## src/rtl/alu32_pkg.sv

```systemverilog
// rtl/alu32_pkg.sv - mode codes and default width for the alu32 execute unit
package alu32_pkg;

   localparam int WIDTH = 32;

   localparam logic [3:0] ALU_NOP  = 4'd0;
   localparam logic [3:0] ALU_ADD  = 4'd1;
   localparam logic [3:0] ALU_SUB  = 4'd2;
   localparam logic [3:0] ALU_AND  = 4'd3;
   localparam logic [3:0] ALU_OR   = 4'd4;
   localparam logic [3:0] ALU_XOR  = 4'd5;
   localparam logic [3:0] ALU_SLL  = 4'd6;
   localparam logic [3:0] ALU_SRL  = 4'd7;
   localparam logic [3:0] ALU_SRA  = 4'd8;
   localparam logic [3:0] ALU_SLT  = 4'd9;
   localparam logic [3:0] ALU_SLTU = 4'd10;

endpackage

```

## src/rtl/alu32_shifter.sv

```systemverilog
// rtl/alu32_shifter.sv - combinational barrel shifter (dir=0 left, dir=1 right; arith sign-fills right shifts)
module alu32_shifter #(
   parameter int WIDTH = 32,
   parameter int SW    = $clog2(WIDTH)
) (
   input  logic [WIDTH-1:0] data,
   input  logic [SW-1:0]    shamt,
   input  logic             dir,
   input  logic             arith,
   output logic [WIDTH-1:0] result
);

   logic fill;

   always_comb begin
      fill   = arith & data[WIDTH-1];
      result = data;
      for (int s = 0; s < SW; s++) begin
         if (shamt[s]) begin
            if (!dir) begin
               result = result << (1 << s);
            end else begin
               result = (result >> (1 << s)) | ({WIDTH{fill}} << (WIDTH - (1 << s)));
            end
         end
      end
   end

endmodule

```

## src/rtl/alu32.sv

```systemverilog
// rtl/alu32.sv - 32-bit registered ALU; define ALU32_FLAGS_EN to add zero/carry/ovf flag outputs
module alu32 #(
   parameter int WIDTH = alu32_pkg::WIDTH
) (
   input  logic             clk,
   input  logic             rst_n,
   input  logic [WIDTH-1:0] A,
   input  logic [WIDTH-1:0] B,
   input  logic [3:0]       mode,
   output logic [WIDTH-1:0] X
`ifdef ALU32_FLAGS_EN
   ,
   output logic             zero,
   output logic             carry,
   output logic             ovf
`endif
);

   import alu32_pkg::*;

   localparam int SW = $clog2(WIDTH);

   logic             sub;
   logic [WIDTH-1:0] bop;
   logic [WIDTH-1:0] sum;
   logic [WIDTH-1:0] shift_res;
   logic [WIDTH-1:0] next_x;
   logic             slt;
   logic             sltu;

   // SUB reuses the adder as A + ~B + 1
   assign sub = (mode == ALU_SUB);
   assign bop = sub ? ~B : B;

`ifdef ALU32_FLAGS_EN
   logic cout;
   logic next_carry;
   logic next_ovf;
   assign {cout, sum} = {1'b0, A} + {1'b0, bop} + {{WIDTH{1'b0}}, sub};
`else
   assign sum = A + bop + {{(WIDTH-1){1'b0}}, sub};
`endif

   assign slt  = ($signed(A) < $signed(B));
   assign sltu = (A < B);

   alu32_shifter #(
      .WIDTH (WIDTH),
      .SW    (SW)
   ) u_shifter (
      .data   (A),
      .shamt  (B[SW-1:0]),
      .dir    (mode != ALU_SLL),
      .arith  (mode == ALU_SRA),
      .result (shift_res)
   );

   always_comb begin
      next_x = '0;
      case (mode)
         ALU_ADD,
         ALU_SUB:  next_x = sum;
         ALU_AND:  next_x = A & B;
         ALU_OR:   next_x = A | B;
         ALU_XOR:  next_x = A ^ B;
         ALU_SLL,
         ALU_SRL,
         ALU_SRA:  next_x = shift_res;
         ALU_SLT:  next_x = {{(WIDTH-1){1'b0}}, slt};
         ALU_SLTU: next_x = {{(WIDTH-1){1'b0}}, sltu};
         default:  next_x = '0;
      endcase
   end

   always_ff @(posedge clk) begin
      if (!rst_n) begin
         X <= '0;
      end else begin
         X <= next_x;
      end
   end

`ifdef ALU32_FLAGS_EN
   // bop is already inverted for SUB, so one overflow rule covers both
   always_comb begin
      next_carry = 1'b0;
      next_ovf   = 1'b0;
      if (mode == ALU_ADD || mode == ALU_SUB) begin
         next_carry = cout;
         next_ovf   = (A[WIDTH-1] == bop[WIDTH-1]) && (sum[WIDTH-1] != A[WIDTH-1]);
      end
   end

   always_ff @(posedge clk) begin
      if (!rst_n) begin
         zero  <= 1'b0;
         carry <= 1'b0;
         ovf   <= 1'b0;
      end else begin
         zero  <= (next_x == '0);
         carry <= next_carry;
         ovf   <= next_ovf;
      end
   end
`endif

endmodule

```

## config.mk

```make
export PLATFORM = sky130hd
export DESIGN_NAME = alu32
export DESIGN_NICKNAME = d
export VERILOG_FILES = /design/src/rtl/alu32_pkg.sv /design/src/rtl/alu32_shifter.sv /design/src/rtl/alu32.sv
export SDC_FILE = /design/constraint.sdc
export NUM_CORES = 1
export LEC_CHECK = 0
export ABC_AREA = 1
export ABC_CLOCK_PERIOD_IN_PS = 8690
export CORE_MARGIN = 1.5
export CORE_UTILIZATION = 55
export CTS_CLUSTER_DIAMETER = 30
export DETAILED_ROUTE_END_ITERATION = 8
export PLACE_DENSITY = 0.79
export SYNTH_ARGS = -nofsm -noshare
export SYNTH_HDL_FRONTEND = slang
export SYNTH_SLANG_ARGS = --single-unit
```

## constraint.sdc

```tcl
create_clock -name clk -period 8.69 [get_ports clk]
set_input_delay 1.3035 -clock clk [delete_from_list [all_inputs] [get_ports clk]]
set_output_delay 1.3035 -clock clk [all_outputs]
set_load 0.05 [all_outputs]
```

# Word-level counts from Yosys, hierarchy flattened
# Index checks and enable logic that the tools add are counted.
totals:
  regBits: 32
  in_bits: 70
  out_inout_bits: 32
  word_cells: 40
op_classes:
  add_sub_neg: 2
  magnitude_cmp: 2
  eq_ne: 11
  mux: 12
  n_bitwise: 10
  reduce_logical: 2
op_table:
  columns: ["op", "count"]
  rows:
  - ["$mux 32", 11]
  - ["$pmux 32 s7", 1]
  - ["$lt 32x32->1", 2]
  - ["$add 32x1->32", 1]
  - ["$add 32x32->32", 1]
  - ["$and 32x32->32", 1]
  - ["$not 32->32", 1]
  - ["$or 16x32->32", 1]
  - ["$or 24x32->32", 1]
  - ["$or 28x32->32", 1]
  - ["$or 30x32->32", 1]
  - ["$or 31x32->32", 1]
  - ["$or 32x32->32", 1]
  - ["$xor 32x32->32", 1]
  - ["$eq 4x3->1 const B", 4]
  - ["$eq 4x4->1 const B", 3]
  - ["$eq 4x2->1 const B", 2]
  - ["$eq 4x1->1 const B", 1]
  - ["$ne 4x3->1 const B", 1]
  - ["$reduce_or 3->1", 1]
  - ["$reduce_or 2->1", 1]
  - ["$and 1x1->1", 1]

# Logic depth before layout (Yosys ltp)
# Gate-level depths: netlist of run 1.
logic_depth:
  ltp_word: 18
  depth_mapped: 21
  mapped_depth_nobuf: 20

# Hierarchy
# Synthesis of run 1 repeated with hierarchy kept, for this count alone.
hier_totals:
  cells_unflattened: 1510
  hier_area_um2: 9018.6
by_module_without_submodules:
  columns: ["mod", "instances", "cells_each", "area_per_inst_um2", "seq_area_each_um2"]
  rows:
  - ["alu32", 1, 839, 5718.0, 640.6]
  - ["alu32_shifter", 1, 671, 3300.7, 0.0]

# Worst setup path after synthesis of run 1
# Ideal clock, no wire load.
synth_path:
  kind: "input to register"
  start: "in mode[1]"
  end: "reg X[18]"
  setup_time_ps: 70
  arrival_ps: 3863
  required_time_ps: 8620
  path_slack_ps: 4756
  cell_stages: 18
  path_buffers: 1
  path_cell_list: "inv_2 -> nor2_4 -> nand2_1 -> buf_1 -> xor2_1 -> fa_1 -> inv_1 -> nand2_1 -> a21oi_1 -> nand3_1 -> nand2_1 -> nand2_1 -> nand2_1 -> a21boi_0 -> xor2_1 -> o21ai_0 -> inv_1 -> a21oi_1"
synth_between:
  elab_chain_len: 15
  elab_cells_between_ends: 32
synth_lines:
  columns: ["item", "line_no", "rtl"]
  rows:
  - ["start, declared", "alu32.sv:9", "input logic [3:0] mode,"]
  - ["parallel branches: the longest is 14 deep, another holds $add 32x32->32", null, null]
  - ["$pmux 32 s7 (*)", "alu32.sv:60", "case (mode)"]
  - ["end signal, assigned", "alu32.sv:79", "X <= next_x;"]
  - ["end, declared", "alu32.sv:10", "output logic [WIDTH-1:0] X"]
# Every way passes the cells marked *.
# A chain may end at the register's enable or synchronous reset.

# Worst setup path in the final report of run 1
layout_path:
  start: "in mode[1]"
  end: "reg X[8]"
layout_between:
  elab_chain_len: 15
  elab_cells_between_ends: 32
layout_lines:
  columns: ["item", "line_no"]
  rows:
  - ["parallel branches: the longest is 14 deep, another holds $add 32x32->32", null]
  - ["$pmux 32 s7 (*)", "alu32.sv:60"]
# Marks and branches as above.

==> impl_metrics.env, run 1 <==
export IMPL_ctsHoldBuffers=0
export IMPL_largest_register="X"
export IMPL_synth_nets=1719
export IMPL_syn_avg_cell_area_um2=5.61
export IMPL_p_leak_uw=0.00490
export IMPL_drtAntennaViolNets=0
export IMPL_synthCells=1520
export IMPL_layout_common_cells="nand2_1, nand3_1, inv_1"
export IMPL_synth_edf_count=0
export IMPL_finalHoldViolations=0
export IMPL_irDropWorstVdd_v=0.000102
export IMPL_post_route_period_util_pct=58.2
export IMPL_nets=1778
export IMPL_powerDensity_nw_per_um2=99.0
export IMPL_row_count=45
export IMPL_synth_ff_type="dfxtp_1"
export IMPL_postCtsSetupRepairBufs=0
export IMPL_path_common_cell="inv_1"
export IMPL_crit_fanout=33
export IMPL_worstSetupPathType="in -> reg"
export IMPL_min_path_type="in -> reg"
export IMPL_gp_congestion=1.06
export IMPL_cts_tree="yes"
export IMPL_cts_root_buf="clkbuf_16"
export IMPL_fmax_mhz=198
export IMPL_synth_distinct_cells=39
export IMPL_vias_per_cell=6.24
export IMPL_yosysWarningCount=0
export IMPL_synth_seq_cells=32
export IMPL_clkSinkCount=32
export IMPL_layout_min_cycle_time_ps=5050
export IMPL_first_global_vias=9854
export IMPL_vias=11000
export IMPL_crit_path_start_kind="input pin"
export IMPL_wirelength_um=35000
export IMPL_dieArea_um2=16300
export IMPL_reg_top3="X (32)"
export IMPL_wl_per_cell_um=19.8
export IMPL_hp_start="rst_n"
export IMPL_clk_pin_slew_ps=70
export IMPL_detail_route_iter0_violations=1539
export IMPL_antenna_found_initial=2
export IMPL_critPathArrivalTime_ps=5270
export IMPL_fill_cells=1521
export IMPL_hold_end="X[30]$_SDFF_PN0_"
export IMPL_cp_end_kind="register"
export IMPL_drc=0
export IMPL_combPwrFrac_pct=60.5
export IMPL_worstPathRequired_ps=8900
export IMPL_cts_buffer_depth=2
export IMPL_seqPwrFrac_pct=16.8
export IMPL_num_antenna_cells=0
export IMPL_p_clk_share_pct=22.7
export IMPL_syn_area_um2=8530
export IMPL_die_h_um=128
export IMPL_largest_reg_flops=32
export IMPL_power_total_uw=969
export IMPL_portBuffers=101
export IMPL_critical_path_cell_chain="clkdlybuf4s50_1 > inv_2 > nor2_4 > nand2_2 > buf_4 > o21ai_1 > inv_1 > fa_1 > inv_1 > nand2_1 > a21oi_1 > nand3_1 > nand2_1 > a21boi_0 > xor2_1 > o21ai_0 > inv_1 > a21oi_1"
export IMPL_final_common_cell="nand2_1"
export IMPL_dr_pass1_iters=7
export IMPL_switching_share_pct=50.2
export IMPL_setup_tns_final_ps=0
export IMPL_areaGrowthSynthToFinish_pct=14.8
export IMPL_p_switching_uw=486
export IMPL_core_region_area_um2=15100
export IMPL_rsz0062_at_grt="false"
export IMPL_finalMaxSlewViolations=0
export IMPL_die_x_um=128
export IMPL_drive_gt1_share_pct=2.66
export IMPL_grt_max_degree=53
export IMPL_grt_pass1_wl_um=53700
export IMPL_tightest_slew_ps=1290
export IMPL_maxCapViolations=0
export IMPL_maxSlewHeadroom_pct=13.7
export IMPL_final_setup_viol_count=0
export IMPL_status="finished, final reports clean"
export IMPL_initial_core_util_pct=56.3
export IMPL_slowest_delay_ps=540
export IMPL_htree_levels=2
export IMPL_track_usage_pct=42.4
export IMPL_holdPathStages=3
export IMPL_grt_ovfl_total=0
export IMPL_crit_slowest_cell="clkdlybuf4s50_1"
export IMPL_synthArstFlopShare_pct=0
export IMPL_synth_seq_area_share_pct=7.51
export IMPL_cts_resized=0
export IMPL_p_int_uw=482
export IMPL_dp_hpwl_um=27300
export IMPL_cts_buffers=5
export IMPL_io_pins=102
## cells by family (layout without fill, tap and decap cells)
group           after synthesis  in the layout  share of synthesized area, %
compound gates              289            289                          19.2
xor+xnor                     37             37                          3.80
fa+ha+maj                   129            129                          19.0
buf+inv                     237            297                          10.8
flops                        32             32                          7.51
simple gates                796            796                          39.6
## stage by stage
| stage | hold slack, ps | utilization (%) | cell area [um^2] | setup slack [ps] | instances |
|---|---|---|---|---|---|
| floorplan | 1400 | - | 8530 | 4760 | 1520 |
| global placement | 1910 | 63.5 | 9620 | 3480 | 1760 |
| detailed placement | 1920 | 63.5 | 9620 | 3500 | 1760 |
| CTS | 1620 | 64.6 | 9790 | 3810 | 1768 |
| global route | 1650 | 64.6 | 9790 | 3490 | 1768 |
| finish | 1620 | 64.6 | 9790 | 3640 | 1768 |
## layout make-up
cell class,instances,area (um^2),area share [%]
multi-input combinational,1251,6970,71.2
timing repair buffer,116,1120,11.5
inverter,173,649,6.64
sequential,32,641,6.55
tap,188,235,2.40
clock buffer,5,125,1.28
clock inverter,3,42.5,0.435
## synthesized netlist by cell type, drive strengths merged (12+ instances only)
cell | instances | share of area, %
inv | 171 | 7.5
o21ai | 83 | 4.9
nand2 | 446 | 20
buf | 32 | 1.8
ha | 128 | 19
nor3 | 12 | 0.70
xor2 | 33 | 3.4
clkbuf | 32 | 1.4
a21oi | 131 | 7.7
dfxtp | 32 | 7.5
a221oi | 13 | 1.3
nand3 | 223 | 13
nor2 | 93 | 4.4
## critical path, delay by kind of cell
kind	cells	cell delay [ps]
AO/OA/AOI/OAI	5	1430
XOR/XNOR	1	160
adder cells (fa/ha/maj)	1	440
AND/OR/NAND/NOR	5	640
buffers and inverters	6	1260
## how the worst max path moves through the flow
| stage | slack, ps | cells past startpoint | from | end |
|---|---|---|---|---|
| after global routing | 3490 | 18 | mode[1] | X[14]$_SDFF_PN0_ |
| after floorplan | 4760 | 18 | mode[1] | X[18]$_SDFF_PN0_ |
| after detailed placement | 3500 | 18 | mode[1] | X[8]$_SDFF_PN0_ |
| after CTS | 3810 | 18 | mode[1] | X[8]$_SDFF_PN0_ |
| after global placement | 3480 | 18 | mode[1] | X[8]$_SDFF_PN0_ |
| final | 3640 | 18 | mode[1] | X[8]$_SDFF_PN0_ |
## power by group through the flow
stage                     Clock (uW)  Sequential [uW]  Combinational (uW)
after detailed placement           0              166                 561
after global routing             223              164                 633
after global placement             0              166                 558
final                            220              163                 586
after CTS                        218              163                 564
after floorplan                    0              205                 332
## metal layers
metal | global-route usage (%) | share of wire (%)
met1 | 58.8 | 41
met2 | 63.1 | 41
met3 | 9.55 | 13
met4 | 17.6 | 4.3
met5 | 0 | 0.037
(Power assumes the default switching activity.)
==> inputs of run 2 (changes only) <==
- ABC_CLOCK_PERIOD_IN_PS: 8690 -> 4330
- CORE_UTILIZATION: 55 -> 53
- clock period: 8.69 -> 4.33 ns (I/O delays scaled with it)
==> impl_metrics.env, run 2 (synthesized netlist as in run 1, its figures left out) <==
export IMPL_first_global_vias=10200
export IMPL_worstSetupPathType="in -> reg"
export IMPL_gp_congestion=1.05
export IMPL_critPathArrivalTime_ps=4170
export IMPL_irDropWorstVdd_v=0.000131
export IMPL_reg_top3="X (32)"
export IMPL_p_leak_uw=0.00506
export IMPL_wirelength_um=36800
export IMPL_layout_min_cycle_time_ps=4040
export IMPL_die_x_um=130
export IMPL_largest_reg_flops=32
export IMPL_grt_pass1_wl_um=56400
export IMPL_largest_register="X"
export IMPL_crit_buf_inv=4
export IMPL_crit_path_start_kind="input pin"
export IMPL_final_common_cell="nand2_1"
export IMPL_vias=11200
export IMPL_clkSinkCount=32
export IMPL_cts_resized=0
export IMPL_cts_buffers=5
export IMPL_core_region_area_um2=15800
export IMPL_hp_start="rst_n"
export IMPL_fill_cells=1643
export IMPL_critical_path_cell_chain="clkdlybuf4s50_1 > inv_2 > nor2_4 > nand2_2 > buf_12 > xor2_1 > ha_1 > inv_1 > o21ai_0 > a21oi_1 > o21ai_0 > nand2_1 > nand3_1 > nand2_1 > nand2_1 > a21oi_1 > o21ai_0 > nand2_1 > a21oi_1 > nor2_1"
export IMPL_stdcell_count=1828
export IMPL_min_path_type="in -> reg"
export IMPL_vias_per_cell=6.12
export IMPL_place_inst=1819
export IMPL_initial_core_util_pct=54.1
export IMPL_tightest_slew_ps=1270
export IMPL_clk_pin_slew_ps=60
export IMPL_final_setup_viol_count=0
export IMPL_drive_gt1_share_pct=4.59
export IMPL_cts_buffer_depth=2
export IMPL_final_seq_area_um2=641
export IMPL_holdPathStages=3
export IMPL_cts_tree="yes"
export IMPL_crit_slowest_cell="clkdlybuf4s50_1"
export IMPL_status="finished, final reports clean"
export IMPL_worstPathRequired_ps=4460
export IMPL_detail_route_iter0_violations=1623
export IMPL_postCtsSetupRepairBufs=0
export IMPL_fmax_mhz=247
export IMPL_die_h_um=130
export IMPL_drc=0
export IMPL_path_depth=20
export IMPL_cts_root_buf="clkbuf_16"
export IMPL_cp_end_kind="register"
export IMPL_io_pins=102
export IMPL_track_usage_pct=43.8
export IMPL_row_count=46
export IMPL_powerDensity_nw_per_um2=196
export IMPL_areaGrowthSynthToFinish_pct=18.3
export IMPL_nets=1809
export IMPL_maxCapViolations=0
export IMPL_setup_tns_final_ps=0
export IMPL_hold_end="X[30]$_SDFF_PN0_"
export IMPL_dieArea_um2=16900
export IMPL_multi_input_area_um2=6970
export IMPL_rsz0062_at_grt="false"
export IMPL_dr_pass1_iters=7
export IMPL_drtAntennaViolNets=0
export IMPL_crit_family="compound AO/OA/AOI/OAI gates"
export IMPL_post_route_period_util_pct=93.3
export IMPL_path_common_cell="nand2_1"
export IMPL_maxSlewHeadroom_pct=15.1
export IMPL_power_total_uw=1980
export IMPL_grt_ovfl_total=0
export IMPL_crit_fanout=29
export IMPL_finalHoldViolations=0
export IMPL_ctsHoldBuffers=0
export IMPL_dp_hpwl_um=29400
export IMPL_final_area_um2=10100
export IMPL_fin_util_pct=63.9
export IMPL_antenna_found_initial=0
export IMPL_placed_area_um2=9910
export IMPL_grt_max_degree=40
export IMPL_slowest_delay_ps=550
export IMPL_htree_levels=2
export IMPL_wl_per_cell_um=20.1
export IMPL_layout_common_cells="nand2_1, nand3_1, inv_1"
export IMPL_portBuffers=101
export IMPL_finalMaxSlewViolations=0
[run 2: cell types whose count changed in the layout (fill, tap and decap cells not counted)]
cell	delta
diode_2	+1
nor2_2	+1
nor2_1	-1
buf_4	+29
buf_12	+2
[run 2: final cells by class]
type	instances	share of cell area [%]
multi-input cells	1251	69.1
repair buffers	147	13.7
inverters	173	6.44
flip-flops and latches	32	6.35
well taps	216	2.68
clock buffers	5	1.24
clock inverters	3	0.422
diodes	1	0.0248
[run 2: how the worst max path moves through the flow]
stage	startpoint	endpoint	slack, ps
after floorplan	mode[1]	X[18]$_SDFF_PN0_	1050
after global placement	mode[3]	X[25]$_SDFF_PN0_	210
after detailed placement	mode[1]	X[25]$_SDFF_PN0_	110
after CTS	mode[1]	X[25]$_SDFF_PN0_	400
after global routing	mode[1]	X[25]$_SDFF_PN0_	140
final	mode[1]	X[25]$_SDFF_PN0_	290
[run 2: per-stage QoR]
step	hold slack, ps	setup slack (ps)
2_1_floorplan	747	1050
3_3_place_gp	1350	211
3_5_place_dp	1340	106
4_1_cts	1040	404
5_1_grt	1050	139
6_report	1030	289
[run 2: where the power goes]
group	leakage [uW]	switching (uW)	internal [uW]	total, uW
registers	0.000262	10.3	317	328
clock network	0.0000798	165	271	436
logic	0.00472	817	399	1220
[run 2: routing by layer]
metal  up-vias  share of wire, %  track usage, %
met5         -                 0               0
li1       5253                 -               -
met2       748                42            66.6
met3       153                12            9.55
met4         0               5.9            21.8
met1      5029                40            58.3
==> inputs of run 3 (changes only) <==
- CTS_BUF_LIST: not set -> sky130_fd_sc_hd__clkbuf_16
==> results of run 3 <==
The final DEF is identical to that of run 2; final timing and power are the same.
==> variant: new RTL, config.mk and constraints of run 2 <==
`WIDTH` is set to 32 in 2 places; all go to 16.
--- a/src/rtl/alu32_pkg.sv
+++ b/src/rtl/alu32_pkg.sv
@@ -3,3 +3,3 @@
 
-   localparam int WIDTH = 32;
+   localparam int WIDTH = 16;
 
--- a/src/rtl/alu32_shifter.sv
+++ b/src/rtl/alu32_shifter.sv
@@ -2,3 +2,3 @@
 module alu32_shifter #(
-   parameter int WIDTH = 32,
+   parameter int WIDTH = 16,
    parameter int SW    = $clog2(WIDTH)
Interface: changed (resized A, B and X); port bits go from 102 to 54. The function was not compared with the original's and may differ.
==> variant against run 2 <==
Synthesized area is 54% lower; worst hold slack worse by 0.0040 ns; final area is 54% lower; power is 59% lower; routed wire length is 65% lower; worst setup slack better by 0.33 ns; sequential cell count is 16 lower; critical path depth is 1 lower; die area is 53% lower; sequential share of layout area is 0.62 points higher; global-route usage is 10 points lower; largest cell class unchanged; largest power group unchanged; highest routed layer unchanged.
==> variant: results (changes against run 2) <==
[yosys] top post-synthesis cells by count nand2_1, nand3_1, inv_1, ha_1, a21oi_1
[power] highest ir drop seen on vdd 0.0951 mV [-27%]
[critical_path] CP Max Fanout 17 [-41%]
[global_route] pin count of the biggest net entering global routing 29 [-28%]
[final_layout] Top Registers X (16)
[final_layout] number of nets in the final layout 794 [-56%]
[sta] number of max-slew violations in the final report 0 [unchanged]
[place] total of buffers placed on input and output ports 53 [-48%]
[final_layout] ratio of cells with drive above 1 in the final layout 5.95% [+1.4 points]
[cts] Clk Tree Root Cell clkbuf_8
[yosys] number of nets in the synthesized netlist 748 [-56%]
[place] detailed placer's ending HPWL 10300 um [-65%]
[final_layout] count of antenna diodes in the layout 0 [-1]
[power] leakage power 2.32 nW [-54%]
[global_route] antenna violations before repair 0 [unchanged]
[cts] H-tree level count 1 [-1]
[place] instance area at placement 0.00454 mm2 [-54%]
[yosys] Post-synth top flop dfxtp_1
[yosys] total number of yosys warnings 0 [unchanged]
[final_layout] count of fill cells added during filler insertion 727 [-56%]
[cts] Clock Path Buffers 2 [unchanged]
[place] routability congestion estimate 0.952 [-9.4%]
[yosys] post-synth cell types 43 [+10%]
[cts] total setup buffers inserted after CTS 0 [unchanged]
[place] worst slack at placement 0.406 ns [+0.300 ns]
[status] status completed
[global_route] GRT Total Usage 33.7% [-10 points]
[yosys] top post-synthesis cells by area ha_1, nand2_1, nand3_1
[cts] clock-pin slew reported for the worst setup and hold paths after clock tree synthesis 0.08 ns [+0.02 ns]
[sta] slew at the pin with the worst max-slew slack 0.710 ns [-0.562 ns]
[critical_path] slowest cell on the critical path clkdlybuf4s50_1
[route] DR iter-0 viols 374 [-77%]
[cts] Gates resized, CTS repair 0 [unchanged]
[route] drt via density 5.80 [-5.2%]
[critical_path] Critical Path Max Stage Delay 0.54 ns
[route] average detailed-routed wire length per instance 16.5 um [-18%]
[route] first-pass iteration count of the detailed router 5 [-2]
[critical_path] Crit path arrival time 3.83 ns [-0.34 ns]
[cts] Inserted Clock Buffers 3 [-2]
[yosys] sequential-to-total area share from yosys stat 8.09% [+0.58 points]
[hold_path] path category of the worst min-delay check input port to flip-flop
[yosys] ys async rst share 0% [unchanged]
[global_route] first-pass GRT wire length 20800 um [-63%]
[global_route] vias in the first global route 4203 [-59%]
## variant: through the flow
| stage | hold WS [ns] | utilization [%] | cells |
|---|---|---|---|
| CTS | 1.04 | 63.3 | 788 |
| finish | 1.03 | 63.3 | 788 |
| global route | 1.08 | 63.3 | 788 |
| detailed placement | 1.31 | 62.6 | 784 |
| floorplan | 0.747 | - | 644 |
| global placement | 1.30 | 62.6 | 784 |
## variant: routing by layer
metal	up-vias	wire length, um	track usage (%)
li1	2250	-	-
met1	2080	5630	45.8
met4	0	274	8.67
met5	-	0	0
met3	25	1180	4.89
met2	213	5900	55.7
## variant: area by class of cell
class                           instances  area (um2)  share of cell area [%]
Multi-Input combinational cell        528        3210                    69.9
Timing Repair Buffer                   59         576                    12.5
Sequential cell                        16         320                    6.97
Inverter                               82         308                    6.70
Tap cell                               99         124                    2.70
Clock buffer                            4        55.1                    1.20
## variant: worst max-delay path, delay by kind of cell
family,cells,cell delay [ns]
buffers and inverters,5,0.89
adder cells (fa/ha/maj),1,0.43
AO/OA/AOI/OAI,6,0.90
AND/OR/NAND/NOR,7,0.95
## variant: worst paths after layout
check | from | end | slack, ns | cells after the start
max | mode[1] | X[10] | 0.62 | 19
min | rst_n | X[13] | 1.03 | 3
## variant: kinds of logic after synthesis
| group | synth area share, % |
|---|---|
| DFF | 8.09 |
| buffers and inverters | 10.7 |
| adders and majority gates | 21.1 |
| AOI/OAI and AO/OA | 18.6 |
| and+or+nand+nor | 37.3 |
| xor gates and xnor gates | 4.20 |
## variant: power breakdown
| group | switching [mW] | internal (mW) | total [mW] |
|---|---|---|---|
| clock network | 0.0637 | 0.0808 | 0.144 |
| logic | 0.324 | 0.178 | 0.501 |
| registers | 0.00396 | 0.158 | 0.162 |
